File: src/rtl/vga_console_writer_pkg.sv
// Shared types and constants for the VGA console writer.
// Optional cursor-register updates are enabled with VGA_CONSOLE_CURSOR_EN.
package vga_console_pkg;

`ifdef VGA_CONSOLE_CURSOR_EN
  typedef enum logic [2:0] {
    S_IDLE, S_DECODE, S_PUT, S_NEWLINE, S_CLEAR, S_CURX, S_CURY
  } state_t;
`else
  typedef enum logic [2:0] {
    S_IDLE, S_DECODE, S_PUT, S_NEWLINE, S_CLEAR
  } state_t;
`endif

  localparam logic [7:0] CH_LF       = 8'h0A;
  localparam logic [7:0] CH_CR       = 8'h0D;
  localparam logic [7:0] CH_BS       = 8'h08;
  localparam logic [7:0] CH_PRINT_LO = 8'h20;
  localparam logic [7:0] CH_PRINT_HI = 8'h7E;

  localparam logic [31:0] CRX_OFS = 32'h0000_1000 - 32'd2;
  localparam logic [31:0] CRY_OFS = 32'h0000_1000 - 32'd3;

  localparam logic [31:0] VIDEO_ADDR_DEF = 32'h000B_8000;

  // Cell offset in the text RAM; the whole 80x40 screen fits in 12 bits.
  function automatic logic [11:0] cell_ofs(input logic [5:0] r, input logic [6:0] c,
                                           input logic [11:0] cols);
    return 12'(r) * cols + 12'(c);
  endfunction

endpackage

File: src/rtl/vga_console_writer_if.sv
// Character stream and video-bus signals of the console writer.
interface vga_console_writer_if;
  logic        ch_valid;
  logic        ch_ready;
  logic [7:0]  ch_data;
  logic        strobe;
  logic        rw;
  logic [31:0] addr;
  logic [31:0] d_out;

  modport master (
    input  ch_valid, ch_data,
    output ch_ready, strobe, rw, addr, d_out
  );

  modport slave (
    output ch_valid, ch_data,
    input  ch_ready, strobe, rw, addr, d_out
  );
endinterface

File: src/rtl/vga_console_writer.sv
// Turns a character stream into text-RAM write cycles, with line wrap and line clearing.
// Define VGA_CONSOLE_CURSOR_EN to also update the cursor registers after each move.
//
// state   | meaning
// IDLE    | ch_ready high, waiting for a character
// DECODE  | classify the latched character
// PUT     | write character at row/col, advance column
// NEWLINE | advance row (wraps to 0), start clearing it
// CLEAR   | one BLANK write per cycle across the new row
// CURX    | write col+1 to the cursor column register (optional)
// CURY    | write row to the cursor row register (optional)
module vga_console_writer
  import vga_console_pkg::*;
#(
  parameter logic [31:0] VIDEO_ADDR = VIDEO_ADDR_DEF,
  parameter int          ROWS       = 40,
  parameter int          COLS       = 80,
  parameter logic [7:0]  BLANK      = 8'h20
) (
  input  logic                  clk,
  input  logic                  reset,
  vga_console_writer_if.master  bus,
  output logic [5:0]            row,
  output logic [6:0]            col
);

  localparam logic [11:0] COLS_W   = 12'(COLS);
  localparam logic [6:0]  LAST_COL = 7'(COLS - 1);
  localparam logic [5:0]  LAST_ROW = 6'(ROWS - 1);

  state_t      state;
  logic [7:0]  ch_buf;
  logic [6:0]  clr_cnt;
  logic        printable;
  logic [5:0]  row_nxt;

  assign printable = (ch_buf >= CH_PRINT_LO) && (ch_buf <= CH_PRINT_HI);
  assign row_nxt   = (row == LAST_ROW) ? 6'd0 : row + 6'd1;

  always_ff @(posedge clk) begin
    if (reset) begin
      state        <= S_IDLE;
      bus.ch_ready <= 1'b0;
      bus.strobe   <= 1'b0;
      bus.rw       <= 1'b0;
      bus.addr     <= '0;
      bus.d_out    <= '0;
      row          <= '0;
      col          <= '0;
      clr_cnt      <= '0;
      ch_buf       <= '0;
    end else begin
      // Bus outputs return to zero unless the next state drives a write.
      bus.strobe <= 1'b0;
      bus.rw     <= 1'b0;
      bus.addr   <= '0;
      bus.d_out  <= '0;
      case (state)
        S_IDLE: begin
          bus.ch_ready <= 1'b1;
          if (bus.ch_valid && bus.ch_ready) begin
            ch_buf       <= bus.ch_data;
            bus.ch_ready <= 1'b0;
            state        <= S_DECODE;
          end
        end
        S_DECODE: begin
          state        <= S_IDLE;
          bus.ch_ready <= 1'b1;
          if (printable) begin
            bus.strobe   <= 1'b1;
            bus.rw       <= 1'b1;
            bus.addr     <= VIDEO_ADDR + {20'd0, cell_ofs(row, col, COLS_W)};
            bus.d_out    <= {24'd0, ch_buf};
            bus.ch_ready <= 1'b0;
            state        <= S_PUT;
          end else if (ch_buf == CH_LF) begin
            col          <= '0;
            bus.ch_ready <= 1'b0;
            state        <= S_NEWLINE;
          end else if (ch_buf == CH_CR) begin
            col <= '0;
`ifdef VGA_CONSOLE_CURSOR_EN
            bus.strobe   <= 1'b1;
            bus.rw       <= 1'b1;
            bus.addr     <= VIDEO_ADDR + CRX_OFS;
            bus.d_out    <= 32'd1;
            bus.ch_ready <= 1'b0;
            state        <= S_CURX;
`endif
          end else if (ch_buf == CH_BS && col != 7'd0) begin
            col <= col - 7'd1;
`ifdef VGA_CONSOLE_CURSOR_EN
            bus.strobe   <= 1'b1;
            bus.rw       <= 1'b1;
            bus.addr     <= VIDEO_ADDR + CRX_OFS;
            bus.d_out    <= {25'd0, col};
            bus.ch_ready <= 1'b0;
            state        <= S_CURX;
`endif
          end
        end
        S_PUT: begin
          if (col == LAST_COL) begin
            col   <= '0;
            state <= S_NEWLINE;
          end else begin
            col <= col + 7'd1;
`ifdef VGA_CONSOLE_CURSOR_EN
            bus.strobe <= 1'b1;
            bus.rw     <= 1'b1;
            bus.addr   <= VIDEO_ADDR + CRX_OFS;
            bus.d_out  <= {25'd0, col + 7'd2};
            state      <= S_CURX;
`else
            bus.ch_ready <= 1'b1;
            state        <= S_IDLE;
`endif
          end
        end
        S_NEWLINE: begin
          row        <= row_nxt;
          clr_cnt    <= '0;
          bus.strobe <= 1'b1;
          bus.rw     <= 1'b1;
          bus.addr   <= VIDEO_ADDR + {20'd0, cell_ofs(row_nxt, 7'd0, COLS_W)};
          bus.d_out  <= {24'd0, BLANK};
          state      <= S_CLEAR;
        end
        S_CLEAR: begin
          if (clr_cnt == LAST_COL) begin
`ifdef VGA_CONSOLE_CURSOR_EN
            bus.strobe <= 1'b1;
            bus.rw     <= 1'b1;
            bus.addr   <= VIDEO_ADDR + CRX_OFS;
            bus.d_out  <= 32'd1;
            state      <= S_CURX;
`else
            bus.ch_ready <= 1'b1;
            state        <= S_IDLE;
`endif
          end else begin
            clr_cnt    <= clr_cnt + 7'd1;
            bus.strobe <= 1'b1;
            bus.rw     <= 1'b1;
            bus.addr   <= VIDEO_ADDR + {20'd0, cell_ofs(row, clr_cnt + 7'd1, COLS_W)};
            bus.d_out  <= {24'd0, BLANK};
          end
        end
`ifdef VGA_CONSOLE_CURSOR_EN
        S_CURX: begin
          bus.strobe <= 1'b1;
          bus.rw     <= 1'b1;
          bus.addr   <= VIDEO_ADDR + CRY_OFS;
          bus.d_out  <= {26'd0, row};
          state      <= S_CURY;
        end
        S_CURY: begin
          bus.ch_ready <= 1'b1;
          state        <= S_IDLE;
        end
`endif
        default: begin
          bus.ch_ready <= 1'b1;
          state        <= S_IDLE;
        end
      endcase
    end
  end

endmodule

File: src/flat_wrapper.sv
// flat-port wrapper written by rule: the top's interface ports become plain ports
module vga_console_writer_flat import vga_console_pkg::*;
#(
  parameter logic [31:0] VIDEO_ADDR = VIDEO_ADDR_DEF,
  parameter int          ROWS       = 40,
  parameter int          COLS       = 80,
  parameter logic [7:0]  BLANK      = 8'h20
)
  (clk, reset, row, col, bus_ch_valid, bus_ch_data, bus_ch_ready, bus_strobe, bus_rw, bus_addr, bus_d_out);
  vga_console_writer_if bus_i ();
  input  logic clk;
  input  logic reset;
  output logic [5:0] row;
  output logic [6:0] col;
  input wire logic [$bits(bus_i.ch_valid)-1:0] bus_ch_valid;
  input wire logic [$bits(bus_i.ch_data)-1:0] bus_ch_data;
  output wire logic [$bits(bus_i.ch_ready)-1:0] bus_ch_ready;
  output wire logic [$bits(bus_i.strobe)-1:0] bus_strobe;
  output wire logic [$bits(bus_i.rw)-1:0] bus_rw;
  output wire logic [$bits(bus_i.addr)-1:0] bus_addr;
  output wire logic [$bits(bus_i.d_out)-1:0] bus_d_out;
  assign bus_i.ch_valid = bus_ch_valid;
  assign bus_i.ch_data = bus_ch_data;
  assign bus_ch_ready = bus_i.ch_ready;
  assign bus_strobe = bus_i.strobe;
  assign bus_rw = bus_i.rw;
  assign bus_addr = bus_i.addr;
  assign bus_d_out = bus_i.d_out;
  vga_console_writer #(.VIDEO_ADDR(VIDEO_ADDR), .ROWS(ROWS), .COLS(COLS), .BLANK(BLANK)) u_core (.clk(clk), .reset(reset), .bus(bus_i), .row(row), .col(col));
endmodule
File: config.mk
export PLATFORM = sky130hd
export DESIGN_NAME = vga_console_writer_flat
export DESIGN_NICKNAME = d
export VERILOG_FILES = /design/src/rtl/vga_console_writer_pkg.sv /design/src/rtl/vga_console_writer_if.sv /design/src/rtl/vga_console_writer.sv /design/src/flat_wrapper.sv
export SDC_FILE = /design/constraint.sdc
export NUM_CORES = 1
export LEC_CHECK = 0
export ABC_AREA = 1
export CAP_MARGIN = 15
export CORE_UTILIZATION = 50
export CTS_CLUSTER_SIZE = 14
export DETAILED_ROUTE_END_ITERATION = 8
export PLACE_DENSITY = 0.87
export SLEW_MARGIN = 25
export SYNTH_ARGS = -nofsm -noshare
export SYNTH_HDL_FRONTEND = slang
export SYNTH_SLANG_ARGS = --single-unit
File: constraint.sdc
create_clock -name clk -period 3.07 [get_ports clk]
set_input_delay 0.614 -clock clk [delete_from_list [all_inputs] [get_ports clk]]
set_output_delay 0.614 -clock clk [all_outputs]
set_load 0.02 [all_outputs]
==> impl_metrics.tcl <==
set metrics [dict create \
    path_class "reg -> reg" \
    synthCells 504 \
    rows 30 \
    grt_antenna_before_repair 0 \
    rsz0062_at_grt "no" \
    skew_ns 0.00930 \
    grt_max_degree 35 \
    crit_family "adder cells" \
    yosysTopAreaCell "dfxtp_1" \
    num_io_pins 91 \
    finalSetupTns_ns 0 \
    synth_warnings 0 \
    crit_chain "nand2_1, inv_1, nand4_1, nand3_1, inv_1, ha_1, ha_1, fa_1, nand2_1, nand2_1, a21oi_1, nand2_1, nand2_1, nor2_1, nor2_1, a21oi_1" \
    ys_top_cells_by_area "dfxtp_1, buf_4, nand2_1" \
    ys_seq_area_frac 0.292 \
    core_um2 6910 \
    worst-slew-pin-transition_ns 0.555 \
    area_growth_pct 13.2 \
    via_per_inst 5.11 \
    cp_slowest_cell "dfxtp_1" \
    clock_path_buffers 2 \
    hold_viol_final 0 \
    gp_congestion 0.907 \
    max_stage_delay_ns 0.48 \
    report.final.slew_viol_count 0 \
    synth_common_cells "nand2_1, inv_1, dfxtp_1, a21oi_1, buf_4" \
    endpoint_kind "register" \
    firstDrtPassIters 4 \
    cap_violations 0 \
    dp_hpwl_mm 6.17 \
    ir_drop_mv 0.231 \
    cp_data_required_time_ns 3.26 \
    drive_gt1_frac 0.0566 \
    pre_cts_ws_ns 0.341 \
    startpoint_type "register" \
    utilization 0.595 \
    status "finished, final reports clean" \
    drt_iter0_markers 263 \
    finalSetupViolCount 0 \
    crit_buf_inv 2 \
    synth_top_area_frac 0.292 \
    synth_top_flop_cell "dfxtp_1" \
    fmax_mhz 361 \
    placed_cells_incl_taps 636 \
    cts_buffers 5 \
    path_common_cell "nand2_1" \
    clockRootBuffer "clkbuf_8" \
    io_buffers 50 \
    totalWireLength_mm 8.08 \
    postCtsSetupBuffers 0 \
    antenna_left 0 \
    die_x_um 87.2 \
    avgSynthCellArea_um2 7.20 \
    worst-r2r-setup-slack_ns 0.30 \
    ys_async_sr_fraction 0 \
    clock_latency_ns 0.32 \
    wire_per_inst_um 12.5 \
    ctsHoldBuffers 0 \
    post_cts_resized 0 \
    min_period_ns 2.77 \
    grtUsageTotal 0.220 \
    cts.htree.levels 2 \
    finalPower_mw 1.48 \
    stdcell_count 644 \
    yosysMostFrequentCell "nand2_1" \
    cts_tree "yes" \
    path_max_fanout 8 \
    cts_sinks 53 \
    fin_crit_sh 0.902 \
    holdCritPathClass "reg -> reg" \
    synth_area_um2 3630 \
    dieArea_um2 7610 \
    fin_ws_ns 0.301 \
    register_area_um2 1060 \
    die_h_um 87.2 \
    fin_nets 586 \
    fill_cells 624 \
    first_global_vias 2973 \
    min_path_cells 2 \
    synth_enable_flop_cells 0 \
    crit_cells 16 \
    reg2reg_depth 16 \
    grt_pass1_wl_mm 13.3 \
    cellPowerDensity_nw_per_um2 361 \
    multi_input_area_um2 2070 \
    crit_arrival_ns 2.96 \
    ys_ff_latch 53 \
    slew_headroom 0.629 \
    start_util 0.526 \
    drc_errors 0 \
    yosysUniqueCellTypes 41 \
    p_leak_nw 1.86 \
    clk_pin_slew_ns 0.11 \
    antenna_cells 0 \
    dr_total_vias 3289 \
    overflow 0 \
]
kinds of logic (layout without fill, tap and decap cells):
group / Yosys count / in the layout / synth area share
XOR/XNOR: 15 / 15 / 0.0362
AO/OA/AOI/OAI: 93 / 93 / 0.143
AND/OR/NAND/NOR: 193 / 193 / 0.244
buffers and inverters: 121 / 125 / 0.179
flip-flops: 53 / 53 / 0.292
other: 1 / 41 / 0.00103
adder cells (fa/ha/maj): 28 / 28 / 0.105
where the power goes:
group / switching, mW / internal (mW)
clock: 0.253 / 0.165
combinational: 0.200 / 0.114
sequential: 0.0359 / 0.715
total: 0.489 / 0.994
cell usage in the layout (no fill, tap or decap), types with 5 or more instances in the layout:
master	instances
nand2_1	85
inv_1	59
dfxtp_1	53
clkdlybuf4s50_1	50
a21oi_1	47
conb_1	41
nand3_1	39
nor2_1	33
o21ai_0	28
ha_1	24
nor3_1	14
xor2_1	13
nand4_1	7
o21a_1	5
clkbuf_8	5
layer usage:
layer | part of all wire | vias up | GRT usage
met1 | 0.45 | 1500 | 0.294
met3 | 0.052 | 11 | 0.0284
met4 | 0.015 | 0 | 0.0745
met5 | 0 | - | 0
li1 | - | 1643 | -
met2 | 0.48 | 135 | 0.366
worst paths after layout:
| path | startpoint | end |
|---|---|---|
| max | u_core.row[2] | u_core.bus.addr[11] |
| min reg2reg | u_core.clr_cnt[1] | u_core.clr_cnt[1] |
| max reg2reg | u_core.row[2] | u_core.bus.addr[11] |
| min | u_core.clr_cnt[1] | u_core.clr_cnt[1] |
final cells by class:
type / count / area share
clock inverter: 3 / 0.00609
clock buffer: 5 / 0.0167
timing repair buffer: 53 / 0.127
tap: 96 / 0.0292
sequential: 53 / 0.258
inverter: 64 / 0.0591
multi-input combinational: 370 / 0.503
metrics by stage:
stage          area [um2]  hold WS [ns]
3_5_place_dp         4020         0.480
2_1_floorplan        3780         0.455
6_report             4110         0.498
5_1_grt              4110         0.530
3_3_place_gp         4020         0.468
4_1_cts              4110         0.495
flip-flops by register name (all words and copies together) (netlist names):
signal               count
u_core.bus.addr         13
u_core.row               6
u_core.bus.ch_ready      1
u_core.clr_cnt           7
u_core.ch_buf            8
u_core.bus.d_out         8
u_core.state             3
u_core.col               7
worst register-to-register path, delay by kind of cell (launching register included):
kind	cells	cell delay (ns)
and+or+nand+nor	9	0.89
DFF	1	0.48
adders and majority gates	3	0.89
buffers and inverters	2	0.17
AOI/OAI and AO/OA	2	0.23
Note: power is estimated with default switching activity, not from simulation.
